### src/rtl/ps2_pkg.sv
// Shared constants and decoder state type for the PS/2 keyboard receiver.
package ps2_pkg;
    localparam logic [7:0] PS2_BRK        = 8'hF0;
    localparam logic [7:0] PS2_EXT        = 8'hE0;
    localparam int         PS2_FRAME_BITS = 11;

    typedef enum logic {IDLE, BRK} dec_state_e;
endpackage

### src/rtl/ps2_keyboard_if.sv
// PS/2 pins in, decoded key stream out; master is the receiver, slave its user.
interface ps2_keyboard_if;
    logic       ps2_clk;
    logic       ps2_data;
    logic [7:0] keycode;
    logic       en;
    logic       key_down;
    logic [7:0] press_cnt;
    logic       overflow;
    logic       frame_err;

    modport master (input ps2_clk, ps2_data,
                    output keycode, en, key_down, press_cnt, overflow, frame_err);
    modport slave  (output ps2_clk, ps2_data,
                    input keycode, en, key_down, press_cnt, overflow, frame_err);
endinterface

### src/rtl/ps2_fifo.sv
// Synchronous byte FIFO; pointers carry an extra wrap bit to tell full from empty.
module ps2_fifo #(
    parameter int DEPTH = 8
) (
    input  logic       clk,
    input  logic       rst,
    input  logic       push,
    input  logic [7:0] din,
    input  logic       pop,
    output logic [7:0] dout,
    output logic       full,
    output logic       empty
);
    localparam int AW = $clog2(DEPTH);

    logic [7:0]  mem [DEPTH];
    logic [AW:0] wr_ptr, rd_ptr;
    logic        do_wr, do_rd;

    assign empty = (wr_ptr == rd_ptr);
    assign full  = (wr_ptr[AW] != rd_ptr[AW]) && (wr_ptr[AW-1:0] == rd_ptr[AW-1:0]);
    assign dout  = mem[rd_ptr[AW-1:0]];
    // Fullness is judged before the same-cycle pop, so a push into a full FIFO is lost.
    assign do_wr = push && !full;
    assign do_rd = pop && !empty;

    always_ff @(posedge clk or negedge rst) begin
        if (!rst) begin
            wr_ptr <= '0;
            rd_ptr <= '0;
        end else begin
            if (do_wr) wr_ptr <= wr_ptr + 1'b1;
            if (do_rd) rd_ptr <= rd_ptr + 1'b1;
        end
    end

    always_ff @(posedge clk) begin
        if (do_wr) mem[wr_ptr[AW-1:0]] <= din;
    end
endmodule

### src/rtl/ps2_keyboard.sv
// PS/2 keyboard receiver: sync, deserialize/check frames, buffer bytes, decode make/break.
module ps2_keyboard
    import ps2_pkg::*;
#(
    parameter int FIFO_DEPTH  = 8,
    parameter int TIMEOUT_CYC = 50000
) (
    input logic            clk,
    input logic            rst,
    ps2_keyboard_if.master bus
);
    localparam int IW = $clog2(TIMEOUT_CYC + 1);

    logic [2:0]                clk_sync, dat_sync;
    logic                      fall, sdat;
    logic [3:0]                bitcnt;
    logic [PS2_FRAME_BITS-1:0] frame, frame_nxt;
    logic [IW-1:0]             idle_cnt;
    logic                      last_bit, frame_ok, push, timeout;
    logic                      pop, full, empty;
    logic [7:0]                fifo_dout;
    logic                      overflow_q, frame_err_q;

    dec_state_e                state, state_nxt;
    logic                      take_press, take_release;
    logic [7:0]                keycode_q, press_cnt_q;
    logic                      en_q, key_down_q;

    // Bit 0 is the newest sample; an edge is seen between bits 2 (older) and 1 (newer).
    always_ff @(posedge clk or negedge rst) begin
        if (!rst) begin
            clk_sync <= '1;
            dat_sync <= '1;
        end else begin
            clk_sync <= {clk_sync[1:0], bus.ps2_clk};
            dat_sync <= {dat_sync[1:0], bus.ps2_data};
        end
    end

    assign fall      = clk_sync[2] && !clk_sync[1];
    assign sdat      = dat_sync[1];
    assign frame_nxt = {sdat, frame[PS2_FRAME_BITS-1:1]};
    assign frame_ok  = !frame_nxt[0] && frame_nxt[10] && (^frame_nxt[9:1]);
    assign last_bit  = fall && (bitcnt == 4'(PS2_FRAME_BITS - 1));
    assign push      = last_bit && frame_ok;
    assign timeout   = (bitcnt != 4'd0) && (idle_cnt == IW'(TIMEOUT_CYC));

    always_ff @(posedge clk or negedge rst) begin
        if (!rst) begin
            bitcnt      <= '0;
            frame       <= '0;
            idle_cnt    <= '0;
            frame_err_q <= 1'b0;
            overflow_q  <= 1'b0;
        end else begin
            if (fall) begin
                idle_cnt <= '0;
                frame    <= frame_nxt;
                bitcnt   <= last_bit ? 4'd0 : bitcnt + 4'd1;
            end else begin
                if (idle_cnt != IW'(TIMEOUT_CYC)) idle_cnt <= idle_cnt + 1'b1;
                // A stalled partial frame is discarded quietly, not flagged as an error.
                if (timeout) bitcnt <= '0;
            end
            if (last_bit && !frame_ok) frame_err_q <= 1'b1;
            if (push && full)          overflow_q  <= 1'b1;
        end
    end

    ps2_fifo #(.DEPTH(FIFO_DEPTH)) u_fifo (
        .clk   (clk),
        .rst   (rst),
        .push  (push),
        .din   (frame_nxt[8:1]),
        .pop   (pop),
        .dout  (fifo_dout),
        .full  (full),
        .empty (empty)
    );

    assign pop = !empty;

    always_ff @(posedge clk or negedge rst) begin
        if (!rst) state <= IDLE;
        else      state <= state_nxt;
    end

    always_comb begin
        state_nxt    = state;
        take_press   = 1'b0;
        take_release = 1'b0;
        if (pop) begin
            case (state)
                IDLE: begin
                    if (fifo_dout == PS2_BRK)
                        state_nxt = BRK;
                    else if (fifo_dout != PS2_EXT && !(key_down_q && fifo_dout == keycode_q))
                        take_press = 1'b1;
                end
                BRK: begin
                    state_nxt    = IDLE;
                    take_release = (fifo_dout == keycode_q);
                end
            endcase
        end
    end

    always_ff @(posedge clk or negedge rst) begin
        if (!rst) begin
            keycode_q   <= '0;
            press_cnt_q <= '0;
            en_q        <= 1'b0;
            key_down_q  <= 1'b0;
        end else begin
            en_q <= take_press;
            if (take_press) begin
                keycode_q   <= fifo_dout;
                key_down_q  <= 1'b1;
                press_cnt_q <= press_cnt_q + 8'd1;
            end else if (take_release) begin
                key_down_q  <= 1'b0;
            end
        end
    end

    assign bus.keycode   = keycode_q;
    assign bus.en        = en_q;
    assign bus.key_down  = key_down_q;
    assign bus.press_cnt = press_cnt_q;
    assign bus.overflow  = overflow_q;
    assign bus.frame_err = frame_err_q;
endmodule

### src/flat_wrapper.sv
// flat-port wrapper written by rule: the top's interface ports become plain ports
module ps2_keyboard_flat import ps2_pkg::*;
#(
    parameter int FIFO_DEPTH  = 8,
    parameter int TIMEOUT_CYC = 50000
)
  (clk, rst, bus_ps2_clk, bus_ps2_data, bus_keycode, bus_en, bus_key_down, bus_press_cnt, bus_overflow, bus_frame_err);
  ps2_keyboard_if bus_i ();
  input logic clk;
  input logic rst;
  input wire logic [$bits(bus_i.ps2_clk)-1:0] bus_ps2_clk;
  input wire logic [$bits(bus_i.ps2_data)-1:0] bus_ps2_data;
  output wire logic [$bits(bus_i.keycode)-1:0] bus_keycode;
  output wire logic [$bits(bus_i.en)-1:0] bus_en;
  output wire logic [$bits(bus_i.key_down)-1:0] bus_key_down;
  output wire logic [$bits(bus_i.press_cnt)-1:0] bus_press_cnt;
  output wire logic [$bits(bus_i.overflow)-1:0] bus_overflow;
  output wire logic [$bits(bus_i.frame_err)-1:0] bus_frame_err;
  assign bus_i.ps2_clk = bus_ps2_clk;
  assign bus_i.ps2_data = bus_ps2_data;
  assign bus_keycode = bus_i.keycode;
  assign bus_en = bus_i.en;
  assign bus_key_down = bus_i.key_down;
  assign bus_press_cnt = bus_i.press_cnt;
  assign bus_overflow = bus_i.overflow;
  assign bus_frame_err = bus_i.frame_err;
  ps2_keyboard #(.FIFO_DEPTH(FIFO_DEPTH), .TIMEOUT_CYC(TIMEOUT_CYC)) u_core (.clk(clk), .rst(rst), .bus(bus_i));
endmodule
### config.mk
export PLATFORM = sky130hd
export DESIGN_NAME = ps2_keyboard_flat
export DESIGN_NICKNAME = d
export VERILOG_FILES = /design/src/rtl/ps2_pkg.sv /design/src/rtl/ps2_keyboard_if.sv /design/src/rtl/ps2_fifo.sv /design/src/rtl/ps2_keyboard.sv /design/src/flat_wrapper.sv
export SDC_FILE = /design/constraint.sdc
export NUM_CORES = 1
export LEC_CHECK = 0
export ABC_CLOCK_PERIOD_IN_PS = 2700
export BUFFER_PORTS_ARGS = -buffer_cell sky130_fd_sc_hd__buf_2
export CAP_MARGIN = 10
export CORE_MARGIN = 2
export CORE_UTILIZATION = 40
export DETAILED_ROUTE_END_ITERATION = 8
export SKIP_CTS_REPAIR_TIMING = 1
export SKIP_LAST_GASP = 1
export SYNTH_ARGS = -nofsm -noshare
export SYNTH_HDL_FRONTEND = slang
export SYNTH_SLANG_ARGS = --single-unit
### constraint.sdc
create_clock -name clk -period 2.7 [get_ports clk]
set_input_delay 0.405 -clock clk [delete_from_list [all_inputs] [get_ports clk]]
set_output_delay 0.405 -clock clk [all_outputs]
set_load 0.02 [all_outputs]
==> flow_summary_export.csv, run 1 <==
group,metric,value,unit
critical_path,end_kind,"flip-flop",
global_routing,grt_pass1_wl,17200,um
critical_path,crit_arrival,2.89,ns
timing,slew_viol_final,0,
yosys,async_flop_share,50.0,%
clock_network,root_buffer,"clkbuf_16",
layout,fin_nets,465,
critical_path,cp_slowest_cell,"dfrtp_1",
drt,antenna_left,0,
clock_network,clk_pin_slew_worst_paths,0.06,ns
drt,drtIter0Drc,190,
placement,port_buffers,23,
timing,finClkSkew,0.00692,ns
yosys,syn-cell-area,5590,um^2
global_routing,use_met2,23.9,%
clock_network,cts_tree,"done",
yosys,synth_area_leaders,"edfxtp_1 34%, dfrtp_1 26%, mux2_2 6.4%, xor2_1 3.1%, xnor2_1 2.8%",
drt,wl_per_cell,16.1,um
layout,antenna_cells,0,
yosys,synth-edff-count,64,
layout,drive_gt1_share,30.7,%
timing,worstMarginPinSlew,0.698,ns
clock_network,cts_buffer_depth,2,
die,die_w,122,um
clock_network,cts_num_sinks,128,
power_and_ir_drop,p_per_area,1140,nW/um^2
yosys,synth_top_area_share,34.4,%
yosys,syn_area_per_cell,14.2,um^2
clock_network,cts-htree-levels,4,
critical_path,rr_endpoint,"u_core.bus.keycode[0]",
critical_path,regToRegSetupSlack,0.11,ns
run,cap_viol_max_count,0,
global_routing,grt_max_degree,39,
power_and_ir_drop,power,7.76,mW
yosys,synth_warnings,0,
drt,drc,0,
yosys,yosysSeqAreaShare,63.1,%
die,initial_core_util,40.6,%
global_routing,grtUsageMet1,20.4,%
global_routing,grt-ovfl-total,0,
global_routing,grt.met3_usage,4.04,%
critical_path,start_kind,"flip-flop",
critical_path,crit_family,"multiplexers",
placement,gp_congestion,0.783,
die,rows,43,
die,io_pins,24,
drt,wl,10400,um
hold_path,holdCritPathClass,"in2async",
global_routing,grt_use_total,15.4,%
timing,fin_crit,2.59,ns
power_and_ir_drop,vdd_drop_max,0.000480,V
placement,pre_cts_ws,-0.0317,ns
placement,dp_hpwl,7250,um
timing,rsz0062_at_grt,"no",
critical_path,required,3.00,ns
global_routing,grt_antenna_before_repair,0,
global_routing,grt_pass1_vias,3318,
drt,dr_total_vias,3271,
clock_network,cts_buffers,17,
run_status,status,"complete, no violations",
timing,hold_viol,0,
die,dieArea,14900,um^2
timing,fmax,386,MHz
critical_path,reg2reg_depth,9,
drt,firstDrtPassIters,4,
critical_path,r2r_start,"u_core.u_fifo.rd_ptr[0]",
yosys,yosysUniqueCellTypes,54,
critical_path,critical_path_class,"reg2reg",
critical_path,slowest_delay,0.39,ns
die,die_h,122,um
timing,setup_ws,0.107,ns
power_and_ir_drop,leakage,2.71,nW
die,design.core.area,13800,um^2
global_routing,busiest_layer,"met2",
clock_network,insertion_delay,0.42,ns
critical_path,crit_fanout,20,
yosys,syn_inst,393,
yosys,synth_ff_type,"edfxtp_1",
layout,syn_to_final_growth,21.7,%
timing,setup_viol,0,
critical_path,cp_num_buf_inv,3,
drt,routed_via_density,5.06,
critical_path,path_cells,"buf_12, buf_4, inv_1, mux2i_4, xor2_1, nand3_1, nor4_4, nor2_4, mux2_4",
yosys,syn_nets,405,
timing,fin_crit_sh,96.0,%
timing,relSlewSlack,53.5,%
yosys,synth_area_leader_cell,"edfxtp_1",
yosys,ys_ff_latch,128,
[cell usage after synthesis (6+ instances only)]
library cell,n
inv_1,8
xnor2_1,18
nand3_1,9
nand2b_1,8
dfrtp_1,59
and2_1,6
mux2_4,7
xor2_1,20
nand2_1,15
nor3_1,7
nor2_1,27
ha_1,8
o21ai_0,14
o22ai_1,9
mux2_2,32
nand4_1,10
edfxtp_1,64
or3_1,6
[cells in the final DEF, fill, tap and decap left out, types with 3 or more instances in the layout]
| cell | count |
|---|---|
| nor3_1 | 5 |
| ha_1 | 8 |
| clkbuf_16 | 17 |
| o22ai_1 | 7 |
| bufinv_16 | 6 |
| a31oi_1 | 3 |
| or3_1 | 6 |
| buf_4 | 24 |
| nor4_1 | 4 |
| edfxtp_1 | 64 |
| nand2_1 | 15 |
| clkbuf_1 | 3 |
| and3_1 | 3 |
| mux2_2 | 32 |
| nand3_1 | 9 |
| nand4_1 | 10 |
| dfrtp_1 | 57 |
| and2_1 | 6 |
| mux4_2 | 5 |
| mux2_4 | 7 |
| xor2_1 | 20 |
| nand2b_1 | 8 |
| dfstp_2 | 5 |
| nor2_1 | 26 |
| o21ai_0 | 14 |
| inv_1 | 8 |
| xnor2_1 | 18 |
| buf_2 | 23 |
| a21oi_1 | 5 |
[flip-flops by register name (all words and copies together), names as in the netlist, 2 cells and up]
signal and cells:
u_core.frame 10, u_core.idle_cnt 16, u_core.dat_sync 2, u_core.bitcnt 4
u_core.bus.press_cnt 8, u_core.u_fifo.wr_ptr 4, u_core.bus.keycode 8, u_core.u_fifo.mem 64
u_core.u_fifo.rd_ptr 4, u_core.clk_sync 3
[layout make-up]
cell class	count	area, um^2
clock inverter	12	214
inverter	8	30.0
timing repair buffer	51	358
fill	1180	6970
clock buffer	20	437
sequential	128	3530
tap	180	225
multi-input combinational	247	2010
[layer usage]
layer  up-vias  wire length [um]
met4         0               176
met3        14               450
met1      1623              4930
met5         -                 0
met2        62              4860
li1       1572                 -
[metrics by stage]
stage               hold WS (ns)  area [um^2]  std cells  TNS, ns  util, %
global route              0.0721         6810        646        0     49.4
floorplan                  0.109         5600        393        0        -
detailed placement         0.347         6120        614   -0.294     44.4
CTS                       0.0459         6770        646   -0.436     49.2
global placement           0.346         6120        614        0     44.4
finish                    0.0366         6810        646        0     49.4
[where the power goes]
group,internal [mW],switching [mW]
Sequential,2.45,0.388
Combinational,1.23,1.18
Clock,1.72,0.800
Total,5.40,2.36
[worst max-delay path by stage]
stage	startpoint	end	slack [ns]	cells past startpoint
floorplan	u_core.frame[4]	u_core.u_fifo.mem[3][0]	0.006	6
global placement	u_core.u_fifo.rd_ptr[1]	u_core.bus.press_cnt[6]	0.04	8
detailed placement	u_core.u_fifo.rd_ptr[1]	u_core.bus.press_cnt[4]	-0.03	8
CTS	u_core.u_fifo.rd_ptr[1]	u_core.bus.press_cnt[6]	-0.04	8
global route	u_core.u_fifo.rd_ptr[0]	u_core.bus.keycode[4]	0.002	9
finish	u_core.u_fifo.rd_ptr[0]	u_core.bus.keycode[0]	0.11	9
[kinds of logic after synthesis]
| group | share of synthesized area (%) |
|---|---|
| DFF | 63.1 |
| buffers and inverters | 1.63 |
| xor gates and xnor gates | 6.36 |
| adders and majority gates | 1.79 |
| AOI/OAI and AO/OA | 4.41 |
| muxes | 11.8 |
| and+or+nand+nor | 10.9 |
[worst reg2reg max path: stages (launching register included)]
cell and delay, ns:
dfrtp_1 0.39, buf_12 0.16, buf_4 0.17, inv_1 0.24, mux2i_4 0.36, xor2_1 0.17
nand3_1 0.14, nor4_4 0.39, nor2_4 0.14, mux2_4 0.32
Note: power is estimated with default switching activity, not from simulation.
==> inputs of run 2 (changes only) <==
--- a/config.mk
+++ b/config.mk
@@ -5,7 +5,7 @@
 export SDC_FILE = /design/constraint.sdc
 export NUM_CORES = 1
 export LEC_CHECK = 0
-export ABC_CLOCK_PERIOD_IN_PS = 2700
+export ABC_CLOCK_PERIOD_IN_PS = 2620
 export BUFFER_PORTS_ARGS = -buffer_cell sky130_fd_sc_hd__buf_2
 export CAP_MARGIN = 10
 export CORE_MARGIN = 2
==> constraint.sdc (replaced) <==
create_clock -name clk -period 2.62 [get_ports clk]
set_input_delay 0.393 -clock clk [delete_from_list [all_inputs] [get_ports clk]]
set_output_delay 0.393 -clock clk [all_outputs]
set_load 0.02 [all_outputs]
==> run 2 against run 1 <==
Flip-flop and latch count is the same. Critical path depth shrank 1. Clock power shrank 17%. Global-route usage grew 0.44 points. Wire length grew 7.1%. Fmax shrank 0.63%. First-iteration DRC count grew 28%. Final area grew 1.8%. Register-to-register slack lost 0.096 ns. Via count grew 3.0%. Hold slack gained 0.036 ns. Sequential share of layout area shrank 0.93 points. Critical endpoint is now u_core.bus.keycode[5]. Largest power group unchanged.
==> flow_summary_export.csv, run 2 (same netlist as run 1, synthesis figures left out) <==
group,metric,value,unit
clock_network,cts_num_sinks,128,
clock_network,root_buffer,"clkbuf_16",
layout,final_cell_mix,"64 x edfxtp_1, 57 x dfrtp_1, 31 x buf_4, 28 x mux2_2, 25 x nor2_1",
critical_path,regToRegSetupSlack,0.01,ns
placement,gp_congestion,0.834,
power_and_ir_drop,power,7.88,mW
timing,setup_ws,0.0110,ns
global_routing,grt_pass1_vias,3351,
timing,slew_viol_final,0,
placement,pre_cts_ws,-0.0175,ns
layout,stdcell_count,658,
power_and_ir_drop,vdd_drop_max,0.000541,V
global_routing,grt_use_total,15.9,%
drt,drtIter0Drc,243,
die,initial_core_util,40.6,%
power_and_ir_drop,p_per_area,1140,nW/um^2
die,design.core.area,13800,um^2
timing,worstMarginPinSlew,0.434,ns
hold_path,holdCritPathClass,"in2reg",
timing,rsz0062_at_grt,"yes",
layout,fin_area,6930,um^2
clock_network,cts-htree-levels,4,
critical_path,r2r_start,"u_core.u_fifo.rd_ptr[0]",
timing,fmax,383,MHz
layout,antenna_cells,0,
critical_path,start_kind,"flip-flop",
die,die_h,122,um
drt,antenna_left,0,
placement,port_buffers,23,
clock_network,cts_buffer_depth,2,
critical_path,crit_fanout,5,
critical_path,rr_endpoint,"u_core.bus.keycode[5]",
placement,place_area,6140,um^2
clock_network,clk_pin_slew_worst_paths,0.05,ns
layout,largest_reg_flops,64,
hold_path,holdPathEnd,"u_core.clk_sync[0]",
layout,fin_nets,477,
die,io_pins,24,
placement,dp.cells,616,
die,rows,43,
timing,setup_viol,0,
timing,fin_crit,2.61,ns
global_routing,grt-ovfl-total,0,
run_status,status,"complete, no violations",
drt,wl,11200,um
timing,finClkSkew,0.0137,ns
drt,firstDrtPassIters,4,
drt,dr_total_vias,3368,
hold_path,worstHoldPathCells,1,
global_routing,grt_pass1_wl,17500,um
critical_path,crit_arrival,2.91,ns
die,dieArea,14900,um^2
drt,drc,0,
clock_network,cts_tree,"done",
critical_path,required,2.92,ns
timing,hold_viol,0,
die,die_w,122,um
drt,routed_via_density,5.12,
drt,wl_per_cell,17.0,um
clock_network,insertion_delay,0.42,ns
timing,fin_crit_sh,99.6,%
layout,final_common_cell,"edfxtp_1",
layout,drive_gt1_share,35.6,%
clock_network,cts_buffers,17,
critical_path,reg2reg_depth,8,
layout,syn_to_final_growth,23.9,%
power_and_ir_drop,leakage,2.78,nW
run,cap_viol_max_count,0,
timing,relSlewSlack,71.0,%
placement,dp_hpwl,7440,um
critical_path,critical_path_class,"reg2reg",
global_routing,grt_max_degree,34,
critical_path,end_kind,"flip-flop",
hold_path,hold_path.startpoint,"bus_ps2_clk",
layout,fillCellCount,1186,
global_routing,grt_antenna_before_repair,0,
==> run 2: cell types whose count changed in the layout (fill, tap and decap cells not counted), moves of 3 or more <==
| cell | previous run | this run |
|---|---|---|
| bufinv_16 | 6 | 0 |
| mux2_4 | 7 | 11 |
| clkinv_2 | 2 | 7 |
| mux2_2 | 32 | 28 |
| buf_4 | 24 | 31 |
| o22ai_2 | 2 | 5 |
| clkbuf_8 | 0 | 4 |
| o22ai_1 | 7 | 3 |
==> run 2: routing by layer <==
layer / vias to the layer above / global-route usage (%) / wire length, um
met5: - / 0 / 0
met4: 0 / 7.11 / 175
met3: 14 / 4.14 / 550
met2: 80 / 24.2 / 5250
met1: 1677 / 21.3 / 5190
li1: 1597 / - / -
==> run 2: worst max-delay path: stages (launching register included) <==
cell	delay [ns]
dfrtp_2	0.47
clkbuf_16	0.17
mux2_4	0.31
o22ai_4	0.21
nor2_2	0.08
or4b_4	0.56
o211ai_4	0.27
nor2_4	0.11
mux2_4	0.31
==> run 2: worst max path at each step <==
stage / start / to / slack [ns]
after floorplan: u_core.u_fifo.rd_ptr[1] / u_core.bus.keycode[1] / 0.12
after global placement: u_core.u_fifo.rd_ptr[1] / u_core.bus.press_cnt[6] / 0.03
after detailed placement: u_core.u_fifo.rd_ptr[2] / u_core.bus.keycode[5] / -0.02
after CTS: u_core.u_fifo.rd_ptr[1] / u_core.bus.keycode[5] / -0.03
after global routing: u_core.u_fifo.rd_ptr[0] / u_core.bus.keycode[5] / -0.05
final: u_core.u_fifo.rd_ptr[0] / u_core.bus.keycode[5] / 0.01
==> run 2: layout make-up <==
class                      instances  area (um^2)  share of cell area [%]
clock buffer                      25          495                    7.15
timing repair buffer              62          490                    7.08
multi-input combinational        248         2120                    30.6
tap                              180          225                    3.25
clock inverter                     7         35.0                   0.506
sequential                       128         3530                    51.0
inverter                           8         33.8                   0.488
==> run 2: stage by stage <==
step	hold slack [ns]	util [%]	setup TNS, ns
after floorplan	0.0974	-	0
after global placement	0.305	44.6	0
after detailed placement	0.315	44.6	-0.0398
after CTS	-0.134	48.4	-0.124
after global routing	0.0615	50.3	-0.546
final	0.0723	50.3	0
==> run 2: where the power goes <==
group / switching (mW) / internal (mW) / leakage (nW)
Sequential: 0.398 / 2.53 / 1.37
Clock: 0.802 / 1.29 / 0.270
Combinational: 1.37 / 1.49 / 1.13
Total: 2.57 / 5.31 / 2.78
